<file path="src/rtl/cache_control.sv">
// Control FSM for a direct-mapped, write-back L1 cache: hit/miss decision,
// per-set valid/dirty tracking, and writeback/fill sequencing with physical memory.
module cache_control #(
  parameter int NUM_SETS    = 8,
  parameter int OFFSET_BITS = 4,
  localparam int IDX_BITS   = $clog2(NUM_SETS),
  localparam int TAG_BITS   = 16 - IDX_BITS - OFFSET_BITS
) (
  input  logic                clk,
  input  logic                reset_n,
  input  logic                mem_read,
  input  logic                mem_write,
  input  logic [15:0]         mem_address,
  output logic                mem_resp,
  input  logic [TAG_BITS-1:0] stored_tag,
  output logic                data_write,
  output logic                tag_write,
  output logic                datain_sel,
  output logic                pmem_read,
  output logic                pmem_write,
  output logic [15:0]         pmem_address,
  input  logic                pmem_resp
);

  typedef enum logic [1:0] {
    IDLE      = 2'd0,
    WRITEBACK = 2'd1,
    FILL      = 2'd2
  } state_t;

  state_t state_reg, state_next;

  logic [NUM_SETS-1:0] valid_reg, valid_next;
  logic [NUM_SETS-1:0] dirty_reg, dirty_next;

  logic [IDX_BITS-1:0] index;
  logic [TAG_BITS-1:0] tag;
  logic                hit;
  logic                req;
  logic                write_hit;
  logic                wb_done;
  logic                fill_done;

  assign index     = mem_address[OFFSET_BITS +: IDX_BITS];
  assign tag       = mem_address[OFFSET_BITS + IDX_BITS +: TAG_BITS];
  assign hit       = valid_reg[index] && (stored_tag == tag);
  assign req       = mem_read || mem_write;
  // Write wins when both request lines are (illegally) high.
  assign write_hit = (state_reg == IDLE) && mem_write && hit;
  assign wb_done   = (state_reg == WRITEBACK) && pmem_resp;
  assign fill_done = (state_reg == FILL) && pmem_resp;

  always_ff @(posedge clk or negedge reset_n) begin
    if (!reset_n) begin
      state_reg <= IDLE;
      valid_reg <= '0;
      dirty_reg <= '0;
    end else begin
      state_reg <= state_next;
      valid_reg <= valid_next;
      dirty_reg <= dirty_next;
    end
  end

  genvar gi;
  generate
    for (gi = 0; gi < NUM_SETS; gi++) begin : g_set
      logic sel;
      assign sel = (index == IDX_BITS'(gi));
      assign valid_next[gi] = (sel && fill_done) ? 1'b1 : valid_reg[gi];
      assign dirty_next[gi] = !sel                  ? dirty_reg[gi] :
                              (fill_done || wb_done) ? 1'b0 :
                              write_hit              ? 1'b1 : dirty_reg[gi];
    end
  endgenerate

  always_comb begin
    state_next = state_reg;
    case (state_reg)
      IDLE: begin
        if (req && !hit)
          state_next = (valid_reg[index] && dirty_reg[index]) ? WRITEBACK : FILL;
      end
      WRITEBACK: if (pmem_resp) state_next = FILL;
      FILL:      if (pmem_resp) state_next = IDLE;
      default:   state_next = IDLE;
    endcase
  end

  always_comb begin
    mem_resp     = 1'b0;
    data_write   = 1'b0;
    tag_write    = 1'b0;
    datain_sel   = 1'b0;
    pmem_read    = 1'b0;
    pmem_write   = 1'b0;
    pmem_address = '0;
    case (state_reg)
      IDLE: begin
        if (mem_write && hit) begin
          data_write = 1'b1;
          mem_resp   = 1'b1;
        end else if (mem_read && hit) begin
          mem_resp = 1'b1;
        end
      end
      WRITEBACK: begin
        pmem_write   = 1'b1;
        pmem_address = {stored_tag, index, {OFFSET_BITS{1'b0}}};
      end
      FILL: begin
        pmem_read    = 1'b1;
        pmem_address = {tag, index, {OFFSET_BITS{1'b0}}};
        if (pmem_resp) begin
          data_write = 1'b1;
          tag_write  = 1'b1;
          datain_sel = 1'b1;
        end
      end
      default: ;
    endcase
  end

endmodule

</file>
<file path="config.mk">
export PLATFORM = sky130hd
export DESIGN_NAME = cache_control
export DESIGN_NICKNAME = d
export VERILOG_FILES = /design/src/rtl/cache_control.sv
export SDC_FILE = /design/constraint.sdc
export NUM_CORES = 1
export LEC_CHECK = 0
export BUFFER_PORTS_ARGS = -buffer_cell sky130_fd_sc_hd__buf_4
export CAP_MARGIN = 20
export CORE_UTILIZATION = 50
export CTS_BUF_LIST = sky130_fd_sc_hd__clkbuf_2 sky130_fd_sc_hd__clkbuf_4 sky130_fd_sc_hd__clkbuf_8
export CTS_CLUSTER_DIAMETER = 80
export DETAILED_ROUTE_END_ITERATION = 12
export PLACE_DENSITY = 0.82
export SLEW_MARGIN = 10
export SYNTH_ARGS = -nofsm -noshare
export SYNTH_HDL_FRONTEND = slang
export SYNTH_SLANG_ARGS = --single-unit
</file>
<file path="constraint.sdc">
create_clock -name clk -period 2.2 [get_ports clk]
set_input_delay 0.11 -clock clk [delete_from_list [all_inputs] [get_ports clk]]
set_output_delay 0.11 -clock clk [all_outputs]
set_load 0.01 [all_outputs]
</file>
Word level (Yosys, flattened, before mapping)
Index checks and enable logic that the tools add are counted.
Word-level totals
  output and inout bits: 22
  bits in registers: 18
  input bits: 30
Operators by class
  eq/ne operators: 13
  muxes and demuxes: 21
  reductions and logical operators: 32
  $lt $le $gt $ge: 1
Operators with widths (count)
  case mux 16 bit (2 select lines): 1
  logical AND 1 bit: 17
  AND reduction 2 bit: 8
  equality test 3 bit, second input constant: 4
  2-to-1 mux 1 bit: 12
  equality test 9 bit: 1
  2-to-1 mux 2 bit: 4
  binary-select mux 1 bit (select 3 bit): 2
  equality test 3 x 2 -> 1 bit, second input constant: 2
  case mux 2 bit (3 select lines): 1
  less-than comparator 3 x 4 -> 1 bit, second input constant: 1
  != test 2 bit, second input constant: 2
  equality test 3 x 1 -> 1 bit, second input constant: 1
  zero test 3 bit: 1
  AND reduction 3 bit: 1
  equality test 2 x 1 -> 1 bit, second input constant: 1
  equality test 2 bit, second input constant: 1
  zero test 2 bit: 1
  logical OR 1 bit: 2
  != test 2 x 1 -> 1 bit, second input constant: 1
  case mux 1 bit (2 select lines): 1
  nonzero test 2 bit: 1
  zero test 1 bit: 1

Depth between registers and ports, before layout
  depth in word-level cells: 7
  mapped depth: 7
  gate-level depth less buffers: 7

Worst setup path after synthesis
No wires, ideal clock.
  kind: reg-to-reg
  start: reg valid_reg[3]
  end: reg state_reg[0]
  data required time: 2.121 ns
  setup slack: 0.557 ns
  cell stages (with the launch flop): 6
  arrival time: 1.564 ns
  buffers on the path: 0
  setup time: 0.079 ns
  path through: dfrtp_1 > mux4_2 > mux2i_4 > nor4_4 > a221oi_2 > mux2i_1
Between the ends
  longest elaborated chain between the ends: 7
  elaborated cells between the ends (all ways): 11
  those cells by class: eq/ne: 1; mux: 5; reduce/logical: 5
RTL lines
  start, declared: line 33  | logic [NUM_SETS-1:0] valid_reg, valid_next;
  start signal, assigned: line 60  | valid_reg <= valid_next;
  binary-select mux 1 bit (select 3 bit) (*): line 46, 82
  2-to-1 mux 1 bit (not written as such) (*): line 46, 82
  logical AND 1 bit: line 46  | assign hit = valid_reg[index] && (stored_tag == tag);
  zero test 1 bit: line 81  | if (req && !hit)
  logical AND 1 bit: line 81
  != test 2 x 1 -> 1 bit (no line)
  AND reduction 3 bit (no line)
  end signal, assigned: line 59  | state_reg <= state_next;
  end, declared: line 31  | state_t state_reg, state_next;
Mark *: on every way between the ends. The rest lies on a longest branch, timed or not. The select of a mux whose other input is x is not followed.
A chain may end at the register's enable or synchronous reset.

Worst setup path in the final report
  start: reg state_reg[0]
  end: out mem_resp
Between the ends
  longest elaborated chain between the ends: 2
RTL lines
  zero test 2 bit: line 98  | case (state_reg)
  2-to-1 mux 1 bit: line 98
  end, declared: line 14  | output logic mem_resp,
No other way between the ends.

==> flow_summary.toml <==
[timing]
finalSetupViolations = 0
fin_crit_sh = 0.890
drv_slew = 0
hold_violations = 0
fin_skew_ps = 4.91
rsz0062_at_grt = "no"
max_freq_mhz = 511
worstMarginPinSlew_ps = 513
fin_crit_ps = 1960
tns_ps = 0
max_slew_margin = 0.658

[yosys]
syn_avg_cell_area_sq_um = 9.39
syn_inst = 139
ys_ff_latch = 18
synth_warnings = 0
netlist.area_leader.share = 0.345
synth-seq-area-share = 0.345
synthTopCellsByArea = "dfrtp_1 (35%), mux4_2 (6.9%), xnor2_1 (6.0%)"
synth_edf_count = 0
yosysTopAreaCell = "dfrtp_1"
synth_flop_cell = "dfrtp_1"
synth.cells.most_frequent = "dfrtp_1 (18), inv_1 (12), nor2b_1 (12)"
async_flop_share = 1.00
synthDistinctLibCells = 31
synth_area_sq_mm = 0.00131
synth_most_common_cell = "dfrtp_1"

[clock_network]
cts_tree = "done"
htreeDepth = 1
cts.sinks = 18
cts_setup_buffers = 0
cts-root-buf = "clkbuf_4"
cts_made_buffers = 3
clkTransAtPathRegs_ps = 100
clockBufferDepth = 2
cts_resized = 0
clock_latency_ps = 290
ctsHoldBuffers = 1

[grt]
grt_pass1_vias = 1070
antenna_found_initial = 0
grt_max_degree = 19
track_usage = 0.222
grt_pass1_wl_mm = 4.57
grt_overflow = 0

[placement]
dp_hpwl_mm = 2.25
place.gp.congestion = 0.778
portBuffers = 43

[routing]
num_vias = 1171
wl_mm = 2.89
topRoutingLayerUsed = "met4"
ant_nets = 0
wl_per_cell_microns = 13.8
dr_wl_met2_mm = 1.46
drc_errors = 0
met1_length_mm = 1.18
drt_first_pass_iters = 4
wl_met3_microns = 235
viasPerCell = 5.60
drt_iter0_markers = 26

[cells_and_area]
post-route-util = 0.667
finalNetCount = 214
area_growth_pct = 26.7
drive_above_1_share = 0.341
num_antenna_cells = 0
fillers = 188

[die]
die_h_microns = 53.1
fp-row-count = 18
pin_count = 52
start_util = 0.527
die_area_sq_mm = 0.00282
core_sq_mm = 0.00248
die_x_microns = 53.1

[power]
power_leakage_uw = 0.000736
ir_drop_mv = 0.775
cellPowerDensity_mw_per_mm2 = 795

[worst_setup_path]
worst_setup_path_start_kind = "flip-flop"
required_ps = 2090
worst-setup-path-type = "reg -> out"
crit_arrival_ps = 1850
crit_fanout = 5
cp-end-kind = "output pin"

[flow_run]
maxCapViolations = 0

[hold_path]
min_path_type = "in -> reg"

[run_status]
outcome = "completed"
-- where the power goes --
part           leakage [uW]  switching (uW)  internal (uW)
combinational      0.000503             333            370
sequential         0.000219            42.1            408
clock             0.0000138            96.8           63.7
total              0.000736             472            842
-- placed cells by master, fill, tap and decap left out, drive strengths merged --
master	n
inv	12
nor2	5
a31oi	1
nand3b	1
nor2b	12
a21o	3
o21ai	6
a22oi	9
nor4	1
conb	4
and3	4
o21a	1
dlygate4sd3	1
xnor2	9
nand4	2
clkbuf	3
dfrtp	18
a31o	5
nand3	1
buf	45
a21oi	9
a41o	1
a21boi	1
mux2i	4
nor3b	1
nand2	11
or2	1
mux4	4
a221oi	1
ha	3
-- per-stage QoR --
step | hold slack (ps) | cell area (sq um) | worst slack [ps] | total power, uW | instances
floorplan | -186 | 1320 | 557 | 909 | 142
global placement | -14.2 | 1620 | 456 | 1130 | 205
detailed placement | -11.1 | 1620 | 429 | 1160 | 205
CTS | 193 | 1650 | 232 | 1320 | 209
global route | 192 | 1650 | 76.7 | 1410 | 209
finish | 193 | 1650 | 242 | 1310 | 209
-- routing by layer --
layer  up-vias  track usage
met5         -            0
met1       563        0.267
met4         0       0.0439
li1        557            -
met2        49        0.414
met3         2       0.0345
-- area by class of cell --
| cell class | instances | area (sq um) | area share |
|---|---|---|---|
| Tap cell | 30 | 37.5 | 0.0227 |
| Sequential cell | 18 | 450 | 0.273 |
| Clock buffer | 3 | 22.5 | 0.0136 |
| Timing Repair Buffer | 46 | 348 | 0.210 |
| Inverter | 12 | 45.0 | 0.0273 |
| Multi-Input combinational cell | 100 | 749 | 0.453 |
-- worst paths after layout --
check / startpoint / endpoint / slack [ps] / cells past startpoint
min in group asynchronous: reset_n / valid_reg[6]$_DFFE_PN0P_ / 220 / 2
max in group asynchronous: reset_n / state_reg[1]$_DFFE_PN0P_ / 1780 / 2
min: mem_address[6] / valid_reg[6]$_DFFE_PN0P_ / 190 / 2
max: state_reg[0]$_DFFE_PN0P_ / mem_resp / 240 / 6
max reg2reg: valid_reg[3]$_DFFE_PN0P_ / state_reg[1]$_DFFE_PN0P_ / 400 / 5
min reg2reg: valid_reg[4]$_DFFE_PN0P_ / valid_reg[4]$_DFFE_PN0P_ / 460 / 1
-- critical path: stages (launching register included) --
cell and delay [ps]:
dfrtp_1 400, inv_1 110, ha_1 240, nand2_1 110, nor4_4 390, nor2b_1 180
buf_4 130
-- cell families after synthesis --
kind of cell,share of synthesized area
adders and majority gates,0.0288
xor gates and xnor gates,0.0604
DFF,0.345
and+or+nand+nor,0.169
AOI/OAI and AO/OA,0.196
other,0.00287
muxes,0.109
buffers and inverters,0.0892
(Power assumes the default switching activity.)
